==> src/rtl/ram_ctrl.sv <==
// ram_ctrl: control stage driving a single-port block RAM from button ticks and switches
//   i_clk        rising-edge clock
//   i_reset      synchronous active-high reset
//   i_sw_data    data written on i_wr_tick
//   i_wr_tick    write i_sw_data at the current address
//   i_up_tick    address +1 (wraps)
//   i_down_tick  address -1 (wraps)
//   i_clr_tick   write zero to every address
//   i_ram_dout   RAM read data, one cycle after address sampled
//   o_ram_we     RAM write enable
//   o_ram_addr   RAM address
//   o_ram_din    RAM write data
//   o_disp_data  last word read back at o_ram_addr
//   o_busy       high outside IDLE
module ram_ctrl #(
   parameter int ADDR_W   = 8,
   parameter int DATA_W   = 16,
   parameter int AUTO_INC = 1
) (
   input  logic              i_clk,
   input  logic              i_reset,
   input  logic [DATA_W-1:0] i_sw_data,
   input  logic              i_wr_tick,
   input  logic              i_up_tick,
   input  logic              i_down_tick,
   input  logic              i_clr_tick,
   input  logic [DATA_W-1:0] i_ram_dout,
   output logic              o_ram_we,
   output logic [ADDR_W-1:0] o_ram_addr,
   output logic [DATA_W-1:0] o_ram_din,
   output logic [DATA_W-1:0] o_disp_data,
   output logic              o_busy
);
   typedef enum logic [2:0] {IDLE, WR, CLR, RD1, RD2} state_t;
   state_t            r_state;
   logic              r_we;
   logic [ADDR_W-1:0] r_addr;
   logic [DATA_W-1:0] r_din;
   logic [DATA_W-1:0] r_disp;
   logic              r_busy;
   always_ff @(posedge i_clk) begin
      if (i_reset) begin
         r_state <= IDLE;
         r_we    <= 1'b0;
         r_addr  <= '0;
         r_din   <= '0;
         r_disp  <= '0;
         r_busy  <= 1'b0;
      end else begin
         case (r_state)
            // priority chain: only the highest tick acts, the rest are dropped
            IDLE: if (i_clr_tick) begin
                     r_addr  <= '0;
                     r_din   <= '0;
                     r_we    <= 1'b1;
                     r_busy  <= 1'b1;
                     r_state <= CLR;
                  end else if (i_wr_tick) begin
                     r_din   <= i_sw_data;
                     r_we    <= 1'b1;
                     r_busy  <= 1'b1;
                     r_state <= WR;
                  end else if (i_up_tick) begin
                     r_addr  <= r_addr + ADDR_W'(1);
                     r_busy  <= 1'b1;
                     r_state <= RD1;
                  end else if (i_down_tick) begin
                     r_addr  <= r_addr - ADDR_W'(1);
                     r_busy  <= 1'b1;
                     r_state <= RD1;
                  end
            WR: begin
               r_we    <= 1'b0;
               if (AUTO_INC != 0) r_addr <= r_addr + ADDR_W'(1);
               r_state <= RD1;
            end
            // the cycle at the top address is the final write of the sweep
            CLR: if (r_addr == {ADDR_W{1'b1}}) begin
                    r_we    <= 1'b0;
                    r_addr  <= '0;
                    r_state <= RD1;
                 end else r_addr <= r_addr + ADDR_W'(1);
            RD1: r_state <= RD2;
            RD2: begin
               r_disp  <= i_ram_dout;
               r_busy  <= 1'b0;
               r_state <= IDLE;
            end
            default: r_state <= IDLE;
         endcase
      end
   end
   assign o_ram_we    = r_we;
   assign o_ram_addr  = r_addr;
   assign o_ram_din   = r_din;
   assign o_disp_data = r_disp;
   assign o_busy      = r_busy;
endmodule

==> config.mk <==
export PLATFORM = sky130hd
export DESIGN_NAME = ram_ctrl
export DESIGN_NICKNAME = d
export VERILOG_FILES = /design/src/rtl/ram_ctrl.sv
export SDC_FILE = /design/constraint.sdc
export NUM_CORES = 1
export LEC_CHECK = 0
export BUFFER_PORTS_ARGS = -buffer_cell sky130_fd_sc_hd__buf_2
export CAP_MARGIN = 20
export CORE_UTILIZATION = 43
export CTS_CLUSTER_DIAMETER = 30
export DETAILED_ROUTE_END_ITERATION = 8
export PLACE_DENSITY = 0.73
export SETUP_SLACK_MARGIN = 0.05
export SLEW_MARGIN = 0
export SYNTH_ARGS = -nofsm -noshare
export SYNTH_HDL_FRONTEND = slang
export SYNTH_SLANG_ARGS = --single-unit
export TNS_END_PERCENT = 30
==> constraint.sdc <==
create_clock -name i_clk -period 2.15 [get_ports i_clk]
set_input_delay 0 -clock i_clk [delete_from_list [all_inputs] [get_ports i_clk]]
set_output_delay 0 -clock i_clk [all_outputs]
set_load 0.005 [all_outputs]
* After elaboration in Yosys (flattened, before gate mapping) *
Index checks and enable logic that the tools add are counted.

word-level totals
  register bits after elaboration = 45
  word-level logic and storage cells = 50
  output and inout port bits = 42

cells by class
  reduce and logical (&&, ||, !) cells = 9
  add/sub/neg operators = 2
  multiplexer cells = 23
  eq/ne operators = 10

operators with widths
  operator               count
  $mux W8                5
  $mux W16               2
  $pmux W8 S3            1
  $mux W3                5
  $pmux W3 S4            1
  $add A8 B1 Y8 const B  1
  $eq A8 B8 Y1 const B   1
  $sub A8 B1 Y8 const B  1
  $mux W1                7
  $eq A3 B2 Y1 const B   2
  $ne A3 B3 Y1 const B   2
  $reduce_and A2 Y1      3
  $reduce_and A3 Y1      2
  $ne A5 B5 Y1 const B   1
  $ne A4 B4 Y1 const B   1
  $reduce_bool A2 Y1     2
  $eq A3 B1 Y1 const B   1
  $eq A3 B3 Y1 const B   1
  $logic_not A3 Y1       1
  $pmux W1 S3            1
  $reduce_bool A3 Y1     1
  $ne A2 B2 Y1 const B   1
  $pmux W1 S2            1

* Logic depth before layout (Yosys ltp) *
  depth after elaboration = 6
  gate-level depth with buffers = 7

* Least setup slack after synthesis *
OpenSTA, ideal clock, no wires.

  kind = flip-flop to flip-flop
  start = reg r_addr[0] (netlist: o_ram_addr[0])
  end = reg r_addr[1] (netlist: o_ram_addr[1])
  setup slack = 0.257 ns
  arrival time = 1.755 ns
  cell stages (with the launch flop) = 7
  data required time = 2.012 ns
  path buffers = 0
  period minus slack after synthesis = 1.893 ns
  cell sequence = dfxtp_1 ha_1 nand3_2 or4b_4 mux2_2 a21oi_1 a211oi_1

between the ends
  longest elaborated chain between the ends = 6
  elaborated cells on any way between the ends = 9

RTL lines
  element                 line  RTL
  start, declared         37    logic [ADDR_W-1:0] r_addr;
  start signal, assigned  64    r_addr <= r_addr + ADDR_W'(1);
  start signal, assigned  68    r_addr <= r_addr - ADDR_W'(1);
  start signal, assigned  74    if (AUTO_INC != 0) r_addr <= r_addr + ADDR_W'(1);
  $sub A8 B1 Y8           68
  $mux W8                 67    end else if (i_down_tick) begin
  $mux W8                 63    end else if (i_up_tick) begin
  $mux W8                 58    end else if (i_wr_tick) begin
  $mux W8                 52    IDLE: if (i_clr_tick) begin
  $pmux W8 S3 (*)         50    case (r_state)

Every way passes the cells marked *; elsewhere a longest branch is shown, timed or not. The select of a mux whose other input is x is not followed.
A chain may end at the register's enable or synchronous reset.

* Worst setup path after layout *
  start = reg r_addr[1] (netlist: o_ram_addr[1])
  end = reg r_addr[1] (netlist: o_ram_addr[1])

Same word-level chain as after synthesis.

==> metrics.md <==
| Metric | Value |
|---|---|
| Outcome | `complete, but fails checks` |
| Failing checks | `DRC` |
| Post-synth top area share | `44.01%` |
| RSZ-0062 raised after global routing | `no` |
| Clock Tree Buf Depth | `2` |
| Slew Limit Fails | `0` |
| Final WL | `5801 um` |
| Die height | `71.00 um` |
| Syn Area/Cell | `approximately 8 um2` |
| Max_cap viols | `0` |
| Via density | `approximately 5.4` |
| Grt ovf | `0` |
| Clock sinks | `45` |
| Number of port buffers | `79` |
| Max-slew headroom | `between 60% and 70%` |
| Final Hold Vio Count | `0` |
| Final clock skew | `roughly 5.4 ps` |
| Detailed Routing Iterations Pass 1 | `6` |
| Number of buffers created by CTS | `5` |
| Number of synthesized flops with an enable pin | `0` |
| Area grow syn2layout | `44.07%` |
| Area of the die | `about 5000 um2` |
| Area leader, netlist | `dfxtp_1` |
| Area after DPL | `2509 um2` |
| Critical path startpoint category | `flop` |
| DRC viols | `4` |
| Initial antenna violation count | `0` |
| Starting DRT DRC Count | `142` |
| CP arrival | `2130 ps` |
| Largest net degree at the start of global routing | `27` |
| Top FF cell, synth | `dfxtp_1` |
| Clock Tree Root | `clkbuf_8` |
| Io pins | `80` |
| Final period util | `91.61%` |
| Worst-path clk slew | `80 ps` |
| Synthesized instance count | `252` |
| DR vias | `2232` |
| Max IR drop VDD | `0.0005559 V` |
| Hpwl dp | `3723 um` |
| Ys Warns | `0` |
| Share of cells above drive strength 1 | `30.14%` |
| Core ar. | `between 4000 and 5000 um2` |
| DRT antenna net count | `0` |
| Cell Area, Synth | `between 2000 and 2500 um2` |
| Largest cells by area after synthesis | `dfxtp_1 44%, nand2_1 7.5%, a21oi_1 6.4%, a22oi_1 5.9%, nor2_1 5.0%` |
| Post-layout instance area | `2949 um2` |
| CTS tree | `yes` |
| Period minus WS final | `1970 ps` |
| Register area share after synthesis | `between 40% and 50%` |
| Synthesis-stage register bit count | `45` |
| PwrDens | `864.4 nW/um2` |
| Fmax | `0.5077 GHz` |
| Total track usage | `24.46%` |
| Final design utilization | `65.91%` |
| Crit. End Element | `flop` |
| Most instantiated cells after synthesis | `45 x dfxtp_1, 41 x nand2_1, 27 x nor2_1, 26 x a21oi_1, 16 x a22oi_1` |
| Starting Density | `45.75%` |
| Nets | `around 400` |
| CP required | `2310 ps` |
| Async SR Flop Fraction | `0%` |
| Syn Nets | `292` |
| Most frequent cell after synthesis | `dfxtp_1` |
| H-tree depth | `2` |
| Routed len/inst | `~14 um` |
| Worst skew pair latency | `290 ps` |
| Final setup viols | `0` |
| Vias in the first global route | `about 2100` |
| Synth cell types | `48` |
| Critical path class | `reg2reg` |
| Placer Congestion | `0.8914` |
| CP max FO | `6` |
| HP Class | `in2reg` |
| Global-route wire length before repair | `9811 um` |
| TNS Setup | `0 ps` |
| Pleak | `approximately 1.3 nW` |
| Site row count | `24` |
| Worst-margin pin slew | `around 550 ps` |
| Antenna Cells | `0` |
| Die X-Extent | `71.00 um` |
-- timing repair --
item,CTS,global route
hold buffers,32,0
resized for setup,0,2
endpoints found under the setup margin,0,3
endpoints found under the hold margin,32,0
setup buffers,0,0
-- placed cells by master, fill, tap and decap left out, types with 3 or more instances in the layout --
| cell | netlist | final |
|---|---|---|
| buf_4 | 2 | 12 |
| dlygate4sd3_1 | 0 | 32 |
| clkbuf_8 | 0 | 6 |
| dfxtp_1 | 45 | 44 |
| a31oi_1 | 4 | 4 |
| o21ai_0 | 13 | 13 |
| nor3_1 | 4 | 4 |
| a22oi_1 | 16 | 16 |
| inv_1 | 7 | 7 |
| nand2_1 | 41 | 41 |
| a21oi_1 | 26 | 26 |
| nand3_1 | 4 | 4 |
| buf_2 | 5 | 79 |
| nor2_1 | 27 | 27 |
| nor4_1 | 3 | 3 |
| o211ai_1 | 4 | 4 |
-- sequential cells by signal, indices dropped and copies added, names as in the netlist --
signal / count
o_disp_data: 16
o_busy: 1
o_ram_din: 16
r_state: 3
o_ram_we: 1
o_ram_addr: 8
-- layout make-up --
| class | count | area [um2] |
|---|---|---|
| inverters | 7 | 26.28 |
| well taps | 52 | 65.06 |
| flip-flops and latches | 45 | 902.1 |
| fillers | 382 | 1525 |
| clock buffers | 7 | 86.33 |
| clock inverters | 1 | 30.03 |
| repair buffers | 123 | 805.8 |
| multi-input cells | 182 | 1033 |
-- per-layer routing --
layer | vias to the layer above | share of wire (%) | routed length, um | global-route usage [%]
li1 | 1121 | - | - | -
met1 | 1020 | 43 | 2480 | 28.46
met2 | 84 | 51 | 2958 | 44.44
met3 | 7 | 5.1 | 293 | 4.986
met4 | 0 | 1.2 | 68 | 8.667
met5 | - | 0 | 0 | 0
-- cell families after synthesis --
| family | after synthesis | share of synthesized area [%] |
|---|---|---|
| AND/OR/NAND/NOR | 100 | 23.72 |
| AO/OA/AOI/OAI | 76 | 23.59 |
| flip-flops | 45 | 44.01 |
| buffers and inverters | 25 | 5.623 |
| XOR/XNOR | 3 | 1.284 |
| adder cells (fa/ha/maj) | 2 | 1.222 |
| multiplexers | 1 | 0.5501 |
-- final timing paths --
check / to / startpoint / slack [ps] / cells after the start
worst min register to register: o_disp_data[13]$_SDFFE_PP0P_ / o_disp_data[13]$_SDFFE_PP0P_ / 450 / 2
worst max register to register: o_ram_addr[1]$_SDFFE_PP0P_ / o_ram_addr[1]$_SDFFE_PP0P_ / 180 / 6
worst max-delay path: o_ram_addr[1]$_SDFFE_PP0P_ / o_ram_addr[1]$_SDFFE_PP0P_ / 180 / 6
worst min-delay path: r_state[1]$_SDFFE_PP0P_ / i_reset / 150 / 2
-- critical path: stages, from the launching register on --
cell and delay [ps]:
dfxtp_2 370, ha_2 220, nand3_2 130, or4b_4 560, mux2_2 330, a21oi_1 170
a211oi_1 60
-- power breakdown --
part / leakage [nW] / switching, mW / internal (mW)
Clock: 0.0585 / 0.265 / 0.379
Combinational: 0.850 / 0.495 / 0.401
Sequential: 0.366 / 0.0867 / 0.924
Total: 1.27 / 0.846 / 1.70
-- per-stage QoR --
| step | std cells | setup slack [ps] | hold slack, ps | power (mW) |
|---|---|---|---|---|
| floorplan | 252 | 257.5 | 136.0 | 1.579 |
| global placement | 377 | 207.9 | 231.8 | 1.858 |
| detailed placement | 377 | 126.9 | 246.0 | 1.859 |
| CTS | 417 | 111.6 | 139.5 | 2.555 |
| global route | 417 | 68.85 | 167.6 | 2.723 |
| finish | 417 | 180.3 | 148.6 | 2.549 |
No activity file was read; power rests on OpenSTA's default activity.
